<file path="src/rtl/spi_ctrl_pkg.sv">
// Shared definitions for the SPI register controller: FSM states, command fields, defaults.
// Pure declarations; no logic, no latency, no flow control.
package spi_ctrl_pkg;

    typedef enum logic [2:0] {
        ST_IDLE,
        ST_CMD,
        ST_WR,
        ST_RD,
        ST_DROP
    } state_e;

    localparam int         CMD_W_BIT    = 7;
    localparam logic [7:0] ID_BYTE_DEF  = 8'hA5;
    localparam logic [7:0] RSV_MASK_DEF = 8'h78;

    // Bits between the W flag and the address field must be zero in a legal command.
    function automatic logic [7:0] rsv_mask(input int addr_w);
        return 8'h7F & ~((8'd1 << addr_w) - 8'd1);
    endfunction

endpackage

</file>
<file path="src/rtl/sync_2ff.sv">
// Two-flop synchronizer for one asynchronous bit; 2-3 cycle latency, no flow control.
// Reset value is a parameter so an inactive-high input such as a chip select stays idle.
module sync_2ff #(
    parameter logic RST_VAL = 1'b1
) (
    input  logic i_clk,
    input  logic i_rst_n,
    input  logic i_d,
    output logic o_q
);

    logic meta_q;
    logic sync_q;

    always_ff @(posedge i_clk or negedge i_rst_n) begin
        if (!i_rst_n) begin
            meta_q <= RST_VAL;
            sync_q <= RST_VAL;
        end else begin
            meta_q <= i_d;
            sync_q <= meta_q;
        end
    end

    assign o_q = sync_q;

endmodule

</file>
<file path="src/rtl/spi_reg_ctrl.sv">
// SPI command decoder with burst register write/read; writes and tx loads land 1 cycle after i_rx_valid.
// No backpressure: every i_rx_valid pulse is consumed in the cycle it arrives.
module spi_reg_ctrl
    import spi_ctrl_pkg::*;
#(
    parameter int         NUM_REGS = 8,
    parameter int         ADDR_W   = 3,
    parameter logic [7:0] ID_BYTE  = ID_BYTE_DEF
) (
    input  logic                  i_clk,
    input  logic                  i_sys_rst,
    input  logic                  i_cs,
    input  logic [7:0]            i_rx_byte,
    input  logic                  i_rx_valid,
    output logic [7:0]            o_tx_byte,
    output logic                  o_tx_load,
    output logic [8*NUM_REGS-1:0] o_regs,
    output logic                  o_wr_strobe,
    output logic [ADDR_W-1:0]     o_wr_addr,
    output logic [7:0]            o_err_cnt
);

    localparam logic [7:0] RSV_MASK = rsv_mask(ADDR_W);

    logic cs_s;
    logic cs_q;
    logic cs_rise;
    logic cs_fall;

    state_e            state_q, state_d;
    logic [ADDR_W-1:0] addr_q, addr_d;
    logic [ADDR_W-1:0] addr_inc;
    logic [ADDR_W-1:0] cmd_addr;
    logic [7:0]        regs_q [NUM_REGS];
    logic [7:0]        regs_d [NUM_REGS];
    logic [7:0]        tx_byte_q, tx_byte_d;
    logic              tx_load_q, tx_load_d;
    logic              init_q;
    logic              wr_strobe_q, wr_strobe_d;
    logic [ADDR_W-1:0] wr_addr_q, wr_addr_d;
    logic [7:0]        err_cnt_q, err_cnt_d;

    sync_2ff #(.RST_VAL(1'b1)) u_cs_sync (
        .i_clk   (i_clk),
        .i_rst_n (i_sys_rst),
        .i_d     (i_cs),
        .o_q     (cs_s)
    );

    assign cs_rise  = cs_s & ~cs_q;
    assign cs_fall  = ~cs_s & cs_q;
    assign addr_inc = addr_q + ADDR_W'(1);
    assign cmd_addr = i_rx_byte[ADDR_W-1:0];

    always_comb begin
        state_d     = state_q;
        addr_d      = addr_q;
        regs_d      = regs_q;
        tx_byte_d   = tx_byte_q;
        tx_load_d   = init_q;
        wr_strobe_d = 1'b0;
        wr_addr_d   = wr_addr_q;
        err_cnt_d   = err_cnt_q;

        unique case (state_q)
            ST_IDLE: if (cs_fall) state_d = ST_CMD;
            ST_CMD: begin
                if (i_rx_valid) begin
                    if ((i_rx_byte & RSV_MASK) != 8'h00) begin
                        state_d = ST_DROP;
                        if (err_cnt_q != 8'hFF) err_cnt_d = err_cnt_q + 8'd1;
                    end else if (i_rx_byte[CMD_W_BIT]) begin
                        state_d = ST_WR;
                        addr_d  = cmd_addr;
                    end else begin
                        state_d   = ST_RD;
                        addr_d    = cmd_addr;
                        tx_byte_d = regs_q[cmd_addr];
                        tx_load_d = 1'b1;
                    end
                end
            end
            ST_WR: begin
                if (i_rx_valid) begin
                    regs_d[addr_q] = i_rx_byte;
                    wr_strobe_d    = 1'b1;
                    wr_addr_d      = addr_q;
                    addr_d         = addr_inc;
                end
            end
            ST_RD: begin
                if (i_rx_valid) begin
                    addr_d    = addr_inc;
                    tx_byte_d = regs_q[addr_inc];
                    tx_load_d = 1'b1;
                end
            end
            default: ;
        endcase

        // End of frame wins over any read load but lets the same-cycle write commit.
        if (cs_rise) begin
            state_d   = ST_IDLE;
            addr_d    = '0;
            tx_byte_d = ID_BYTE;
            tx_load_d = 1'b1;
        end
    end

    always_ff @(posedge i_clk or negedge i_sys_rst) begin
        if (!i_sys_rst) begin
            cs_q        <= 1'b1;
            state_q     <= ST_IDLE;
            addr_q      <= '0;
            for (int i = 0; i < NUM_REGS; i++) regs_q[i] <= 8'h00;
            tx_byte_q   <= ID_BYTE;
            tx_load_q   <= 1'b0;
            init_q      <= 1'b1;
            wr_strobe_q <= 1'b0;
            wr_addr_q   <= '0;
            err_cnt_q   <= 8'h00;
        end else begin
            cs_q        <= cs_s;
            state_q     <= state_d;
            addr_q      <= addr_d;
            regs_q      <= regs_d;
            tx_byte_q   <= tx_byte_d;
            tx_load_q   <= tx_load_d;
            init_q      <= 1'b0;
            wr_strobe_q <= wr_strobe_d;
            wr_addr_q   <= wr_addr_d;
            err_cnt_q   <= err_cnt_d;
        end
    end

    always_comb begin
        o_regs = '0;
        for (int i = 0; i < NUM_REGS; i++) o_regs[8*i +: 8] = regs_q[i];
    end

    assign o_tx_byte   = tx_byte_q;
    assign o_tx_load   = tx_load_q;
    assign o_wr_strobe = wr_strobe_q;
    assign o_wr_addr   = wr_addr_q;
    assign o_err_cnt   = err_cnt_q;

endmodule

</file>
<file path="config.mk">
export PLATFORM = sky130hd
export DESIGN_NAME = spi_reg_ctrl
export DESIGN_NICKNAME = d
export VERILOG_FILES = /design/src/rtl/spi_ctrl_pkg.sv /design/src/rtl/sync_2ff.sv /design/src/rtl/spi_reg_ctrl.sv
export SDC_FILE = /design/constraint.sdc
export NUM_CORES = 1
export LEC_CHECK = 0
export ABC_AREA = 1
export CORE_ASPECT_RATIO = 1.5
export CORE_MARGIN = 8
export CORE_UTILIZATION = 57
export CTS_CLUSTER_DIAMETER = 200
export DETAILED_ROUTE_END_ITERATION = 10
export GPL_TIMING_DRIVEN = 1
export PLACE_DENSITY = 0.86
export SETUP_SLACK_MARGIN = 0.02
export SLEW_MARGIN = 0
export SYNTH_ARGS = -nofsm -noshare
export SYNTH_HDL_FRONTEND = slang
export SYNTH_SLANG_ARGS = --single-unit
</file>
<file path="constraint.sdc">
create_clock -name i_clk -period 2.82 [get_ports i_clk]
set_input_delay 0.423 -clock i_clk [delete_from_list [all_inputs] [get_ports i_clk]]
set_output_delay 0.423 -clock i_clk [all_outputs]
set_load 0.005 [all_outputs]
</file>
---- Word level (Yosys, flattened, before mapping) ----
Index checks and enable logic that the tools add are counted.
storage, ports and cells
  input port bits ......................... 12
  register bits ........................... 95
cells by class
  add/sub/neg operators ................... 2
  equal/unequal tests ..................... 10
  magnitude comparators ................... 4
  reduce and logical (&&, ||, !) cells .... 12
  multiplexer cells ....................... 34
  bitwise operators ....................... 7
operators with widths
  cell                   count
  $mux W8                10
  $bwmux W64             1
  $bmux W8 S3            2
  $demux W8 S3           1
  $mux W3                8
  $pmux W8 S2            1
  $ne A3 B3 Y1 const B   5
  $ge A4 B4 Y1 const B   3
  $not A3 Y4             3
  $pmux W3 S2            2
  $reduce_bool A3 Y1     3
  $add A8 B1 Y8 const B  1
  $mux W1                8
  $ne A8 B8 Y1 const B   1
  $reduce_and A4 Y1      2
  $reduce_bool A8 Y1     1
  $eq A3 B2 Y1 const B   2
  $reduce_and A5 Y1      1
  $lt A4 B1 Y1 const B   1
  $add A3 B1 Y3 const B  1
  $eq A3 B1 Y1 const B   1
  $logic_not A3 Y1       1
  $ne A3 B1 Y1 const B   1
  $reduce_and A3 Y1      1
  6 further kinds        8

---- Depth between registers and ports, before layout ----
  depth after elaboration ................. 9
  mapped depth ............................ 11
  mapped depth without buffers ............ 9

---- By module ----
From an unflattened synthesis, not the netlist that was laid out.
unflattened totals
  cells, all modules ...................... 705
  area total of the unflattened synthesis .. 5315.1 µm²
by module, submodules not included
  module        cells each  sequential area each (µm²)  area an instance (µm²)  instances
  spi_reg_ctrl  703         2334.7                      5262.5                  1
  sync_2ff      2           52.6                        52.6                    1

---- Worst setup path before layout ----
Ideal clock, no wire load.
  path kind ............................... register to register
  start point ............................. reg addr_q[1]
  end point ............................... reg tx_byte_q[4] (netlist: o_tx_byte[4])
  stages on the path, launching flop included .. 11
  path buffers ............................ 2
  data required time ...................... 2.703 ns
  setup time .............................. 0.117 ns
  setup slack ............................. 1.149 ns
  arrival ................................. 1.554 ns
  cells stage by stage .................... dfrtp_1 > ha_1 > buf_2 > clkinv_1 > buf_1 > nand3_1 > nand3_1 > nand3_1 > nand2_1 > nand2_1 > nand2_1
on the way
  longest elaborated chain between the ends .. 8
ends and longest elaborated chain
  item                                         line                 text
  start, declared                              spi_reg_ctrl.sv:31   logic [ADDR_W-1:0] addr_q, addr_d;
  start signal, assigned                       spi_reg_ctrl.sv:125  addr_q <= addr_d;
  $add A3 B1 Y3                                spi_reg_ctrl.sv:52   assign addr_inc = addr_q + ADDR_W'(1);
  $not A3 Y4 (implied by the code)             spi_reg_ctrl.sv:94   tx_byte_d = regs_q[addr_inc];
  $bmux W8 S3                                  spi_reg_ctrl.sv:94
  $mux W8 (implied by the code) (2 in series)  spi_reg_ctrl.sv:94
  $mux W8                                      spi_reg_ctrl.sv:92   if (i_rx_valid) begin
  $pmux W8 S2                                  spi_reg_ctrl.sv:65   unique case (state_q)
  $mux W8                                      spi_reg_ctrl.sv:102  if (cs_rise) begin
  end signal, assigned                         spi_reg_ctrl.sv:127  tx_byte_q <= tx_byte_d;
  end, declared                                spi_reg_ctrl.sv:36   logic [7:0] tx_byte_q, tx_byte_d;
Every way passes these cells. The select of a mux whose other input is x is not followed.
A chain may end at the register's enable or synchronous reset.

---- Worst setup path in the final report ----
  start point ............................. reg addr_q[1]
  end point ............................... reg tx_byte_q[6] (netlist: o_tx_byte[6])
Same word-level chain as after synthesis.

==> flow_metrics.env <==
export IMPL_synth_async_reset_ratio_pct=100
export IMPL_post_cts_resized_instances=0
export IMPL_synth_warning_count=0
export IMPL_postSynthAreaPerCell_um2=7.44
export IMPL_run_status="completed"
export IMPL_effective_utilization_at_floorplan_pct=57.6
export IMPL_grt_max_degree=57
export IMPL_detailroute_via_count=5291
export IMPL_number_of_enable_type_register_cells_in_the_synthesized_netlist=0
export IMPL_post_route_drc_count=0
export IMPL_grt_pass1_wl_um=28800
export IMPL_grt_antenna_before_repair=0
export IMPL_unrepaired_setup_endpoints_after_global_routing="false"
export IMPL_drtPass1Iterations=5
export IMPL_hold_viol=0
export IMPL_leakage_power_of_the_design_nw=3.04
export IMPL_max_slew_margin_rel_pct=41.5
export IMPL_fin_crit_ps=2050
export IMPL_p_total_mw=4.96
export IMPL_cts_tree="built"
export IMPL_std_cell_rows=43
export IMPL_synth_area_leader="sky130_fd_sc_hd__dfrtp_1"
export IMPL_final_layout_size_suffix_gt1_share_pct=8.77
export IMPL_max_clock_path_buffers=2
export IMPL_timing_critical_path_arrival_ps=2280
export IMPL_fp_dieArea_mm2=0.0126
export IMPL_regArea_mm2=0.00239
export IMPL_cts_made_buffers=9
export IMPL_wl_per_cell_um=19.9
export IMPL_crit_start="addr_q[1]"
export IMPL_netlist_instances=709
export IMPL_routed_via_density=5.81
export IMPL_synth_cell_type_count=34
export IMPL_setup_repair_bufs_after_cts=0
export IMPL_detail_route_iter0_violations=607
export IMPL_synth_largest_type_area_fraction_pct=41.3
export IMPL_seq_area_frac_synth_pct=45.3
export IMPL_fillerInstances=730
export IMPL_io_buffer_count=96
export IMPL_synth_net_count=724
export IMPL_clock_sinks=95
export IMPL_setup_viol=0
export IMPL_multiInputGateArea_mm2=0.00237
export IMPL_num_io_pins=97
export IMPL_final_period_utilization_pct=72.7
export IMPL_dieHeight_um=134
export IMPL_max_cap_violations=0
export IMPL_core_area_mm2=0.00915
export IMPL_net_count_final=809
export IMPL_clkTransAtPathRegs_ps=70
export IMPL_clock_skew_final_ps=5.64
export IMPL_cts_hold_buffers_added=0
export IMPL_critPathKind="register to register"
export IMPL_max_vdd_ir_drop_mv=0.575
export IMPL_min_delay_path_class="primary input to async pin"
export IMPL_track_usage_pct=29.5
export IMPL_layout_area_overhead_vs_synth_pct=25.3
export IMPL_ys_seq_elements=95
export IMPL_postLayoutCoreUtil_pct=72.3
export IMPL_setup_total_negative_slack_ps=0
export IMPL_ant_nets=0
export IMPL_grt_overflow=0
export IMPL_max_freq_ghz=0.488
export IMPL_startpoint_type="register"
export IMPL_post_dp_hpwl_um=13100
export IMPL_critical_path_endpoint_type="register"
export IMPL_final_estimated_routing_congestion_in_global_placement=0.950
export IMPL_worstMarginPinSlew_ps=877
export IMPL_ys_dominant_reg_cell="sky130_fd_sc_hd__dfrtp_1"
export IMPL_crit_reg2reg_launch="addr_q[1]"
export IMPL_via_count_of_the_first_global_routing_pass=5230
export IMPL_synthTopCellsByArea="sky130_fd_sc_hd__dfrtp_1 41%, sky130_fd_sc_hd__nand2_1 16%, sky130_fd_sc_hd__nand3_1 11%"
export IMPL_cts_htree_levels=3
export IMPL_die_w_um=94.5
export IMPL_wirelength_um=18100
export IMPL_clk_root_buffer_cell="sky130_fd_sc_hd__clkbuf_16"
export IMPL_clkLatencyLatePin_ps=340
export IMPL_crit_fanout=17
export IMPL_antenna_cells_inserted=0
export IMPL_report_final_slew_viol_count=0
export IMPL_netlist_area_mm2=0.00527
export IMPL_power_density_mw_per_mm2=750
export IMPL_required_ps=3050
-- where the power goes --
part	internal, mW	switching, mW
combinational	0.753	1.18
sequential	1.59	0.227
clock	0.681	0.529
total	3.02	1.94
-- cell usage in the layout (no fill, tap or decap), types with 2 or more instances in the layout --
| cell | instances |
|---|---|
| sky130_fd_sc_hd__nand3_4 | 4 |
| sky130_fd_sc_hd__xnor2_1 | 2 |
| sky130_fd_sc_hd__nand2_2 | 3 |
| sky130_fd_sc_hd__nand3b_1 | 4 |
| sky130_fd_sc_hd__inv_2 | 5 |
| sky130_fd_sc_hd__nor3_1 | 3 |
| sky130_fd_sc_hd__xor2_1 | 6 |
| sky130_fd_sc_hd__ha_1 | 3 |
| sky130_fd_sc_hd__dfstp_2 | 8 |
| sky130_fd_sc_hd__clkinv_2 | 3 |
| sky130_fd_sc_hd__inv_1 | 83 |
| sky130_fd_sc_hd__clkdlybuf4s50_1 | 95 |
| sky130_fd_sc_hd__nor2_4 | 2 |
| sky130_fd_sc_hd__nor2_2 | 2 |
| sky130_fd_sc_hd__nand3_1 | 112 |
| sky130_fd_sc_hd__dfrtp_1 | 87 |
| sky130_fd_sc_hd__o21ai_1 | 53 |
| sky130_fd_sc_hd__nor2_1 | 8 |
| sky130_fd_sc_hd__o21ai_0 | 22 |
| sky130_fd_sc_hd__nand4_1 | 4 |
| sky130_fd_sc_hd__nand2_1 | 231 |
| sky130_fd_sc_hd__buf_4 | 15 |
| sky130_fd_sc_hd__a211oi_1 | 2 |
| sky130_fd_sc_hd__o211ai_1 | 10 |
| sky130_fd_sc_hd__clkbuf_16 | 9 |
| sky130_fd_sc_hd__o21ai_2 | 11 |
-- state kept, by name, indices dropped and copies added (netlist names), 3 cells and up --
| signal | count |
|---|---|
| addr_q | 3 |
| o_regs | 64 |
| o_tx_byte | 8 |
| o_err_cnt | 8 |
| state_q | 3 |
| o_wr_addr | 3 |
-- cells in the mapped netlist (2+ instances only) --
master / number
sky130_fd_sc_hd__dfstp_2: 8
sky130_fd_sc_hd__xor2_1: 6
sky130_fd_sc_hd__buf_1: 3
sky130_fd_sc_hd__nand2_1: 231
sky130_fd_sc_hd__nand3_4: 4
sky130_fd_sc_hd__nand3b_1: 4
sky130_fd_sc_hd__nand2_2: 3
sky130_fd_sc_hd__o211ai_1: 10
sky130_fd_sc_hd__o21ai_2: 11
sky130_fd_sc_hd__buf_6: 2
sky130_fd_sc_hd__buf_2: 13
sky130_fd_sc_hd__nand4_1: 4
sky130_fd_sc_hd__inv_2: 5
sky130_fd_sc_hd__nor3_1: 3
sky130_fd_sc_hd__o21ai_0: 22
sky130_fd_sc_hd__xnor2_1: 2
sky130_fd_sc_hd__ha_1: 3
sky130_fd_sc_hd__nor2_2: 2
sky130_fd_sc_hd__dfrtp_1: 87
sky130_fd_sc_hd__a211oi_1: 2
sky130_fd_sc_hd__o21ai_1: 53
sky130_fd_sc_hd__nor2_4: 2
sky130_fd_sc_hd__nor2_1: 8
sky130_fd_sc_hd__inv_1: 83
sky130_fd_sc_hd__nand3_1: 112
sky130_fd_sc_hd__clkbuf_1: 18
-- cell families (layout without fill, tap and decap cells) --
| family | after synthesis | count (layout) | synth area share, % |
|---|---|---|---|
| simple gates | 376 | 376 | 32.1 |
| buf+inv | 127 | 216 | 9.75 |
| compound gates | 99 | 99 | 10.7 |
| flops | 95 | 95 | 45.3 |
| xor+xnor | 8 | 8 | 1.33 |
| fa+ha+maj | 3 | 3 | 0.712 |
| other cells | 1 | 1 | 0.0711 |
-- layout make-up --
cell class / instances / area share (%)
Clock buffer: 9 / 3.41
Clock inverter: 6 / 0.928
Inverter: 90 / 5.15
Multi-Input combinational cell: 487 / 35.9
Sequential cell: 95 / 36.1
Tap cell: 112 / 2.12
Timing Repair Buffer: 111 / 16.4
-- worst paths after layout --
path                                  to  slack [ps]  depth (start not counted)
max                         o_tx_byte[6]         770                          8
min                           o_regs[63]          50                          1
max reg2reg                 o_tx_byte[6]         770                          8
min reg2reg                u_cs_sync.o_q         360                          0
max in group asynchronous         init_q        2030                          2
min in group i_clk         u_cs_sync.o_q         360                          0
-- per-layer routing --
layer	up-vias	wire length [um]	global-route usage, %
met3	50	1410	5.09
met2	294	8980	47.5
met4	0	737	13.5
met5	-	0	0
li1	2440	-	-
met1	2507	7000	37.5
-- stage by stage --
step / hold WS, ps / setup WS (ps) / instance area (um^2) / cells
finish: 47.9 / 769 / 6610 / 910
global route: 91.7 / 619 / 6610 / 910
CTS: 63.7 / 787 / 6610 / 910
detailed placement: 349 / 525 / 6320 / 895
global placement: 346 / 564 / 6320 / 895
floorplan: 127 / 1150 / 5270 / 709
-- worst max-delay path, stage by stage (launching register included) --
cell                       delay [ps]
sky130_fd_sc_hd__dfrtp_1          420
sky130_fd_sc_hd__ha_1             310
sky130_fd_sc_hd__clkinv_1         510
sky130_fd_sc_hd__nand3_1          280
sky130_fd_sc_hd__nand3_1          160
sky130_fd_sc_hd__nand3_1          110
sky130_fd_sc_hd__nand2_1           50
sky130_fd_sc_hd__nand2_1           50
sky130_fd_sc_hd__nand2_1           50
Note: power is estimated with default switching activity, not from simulation.
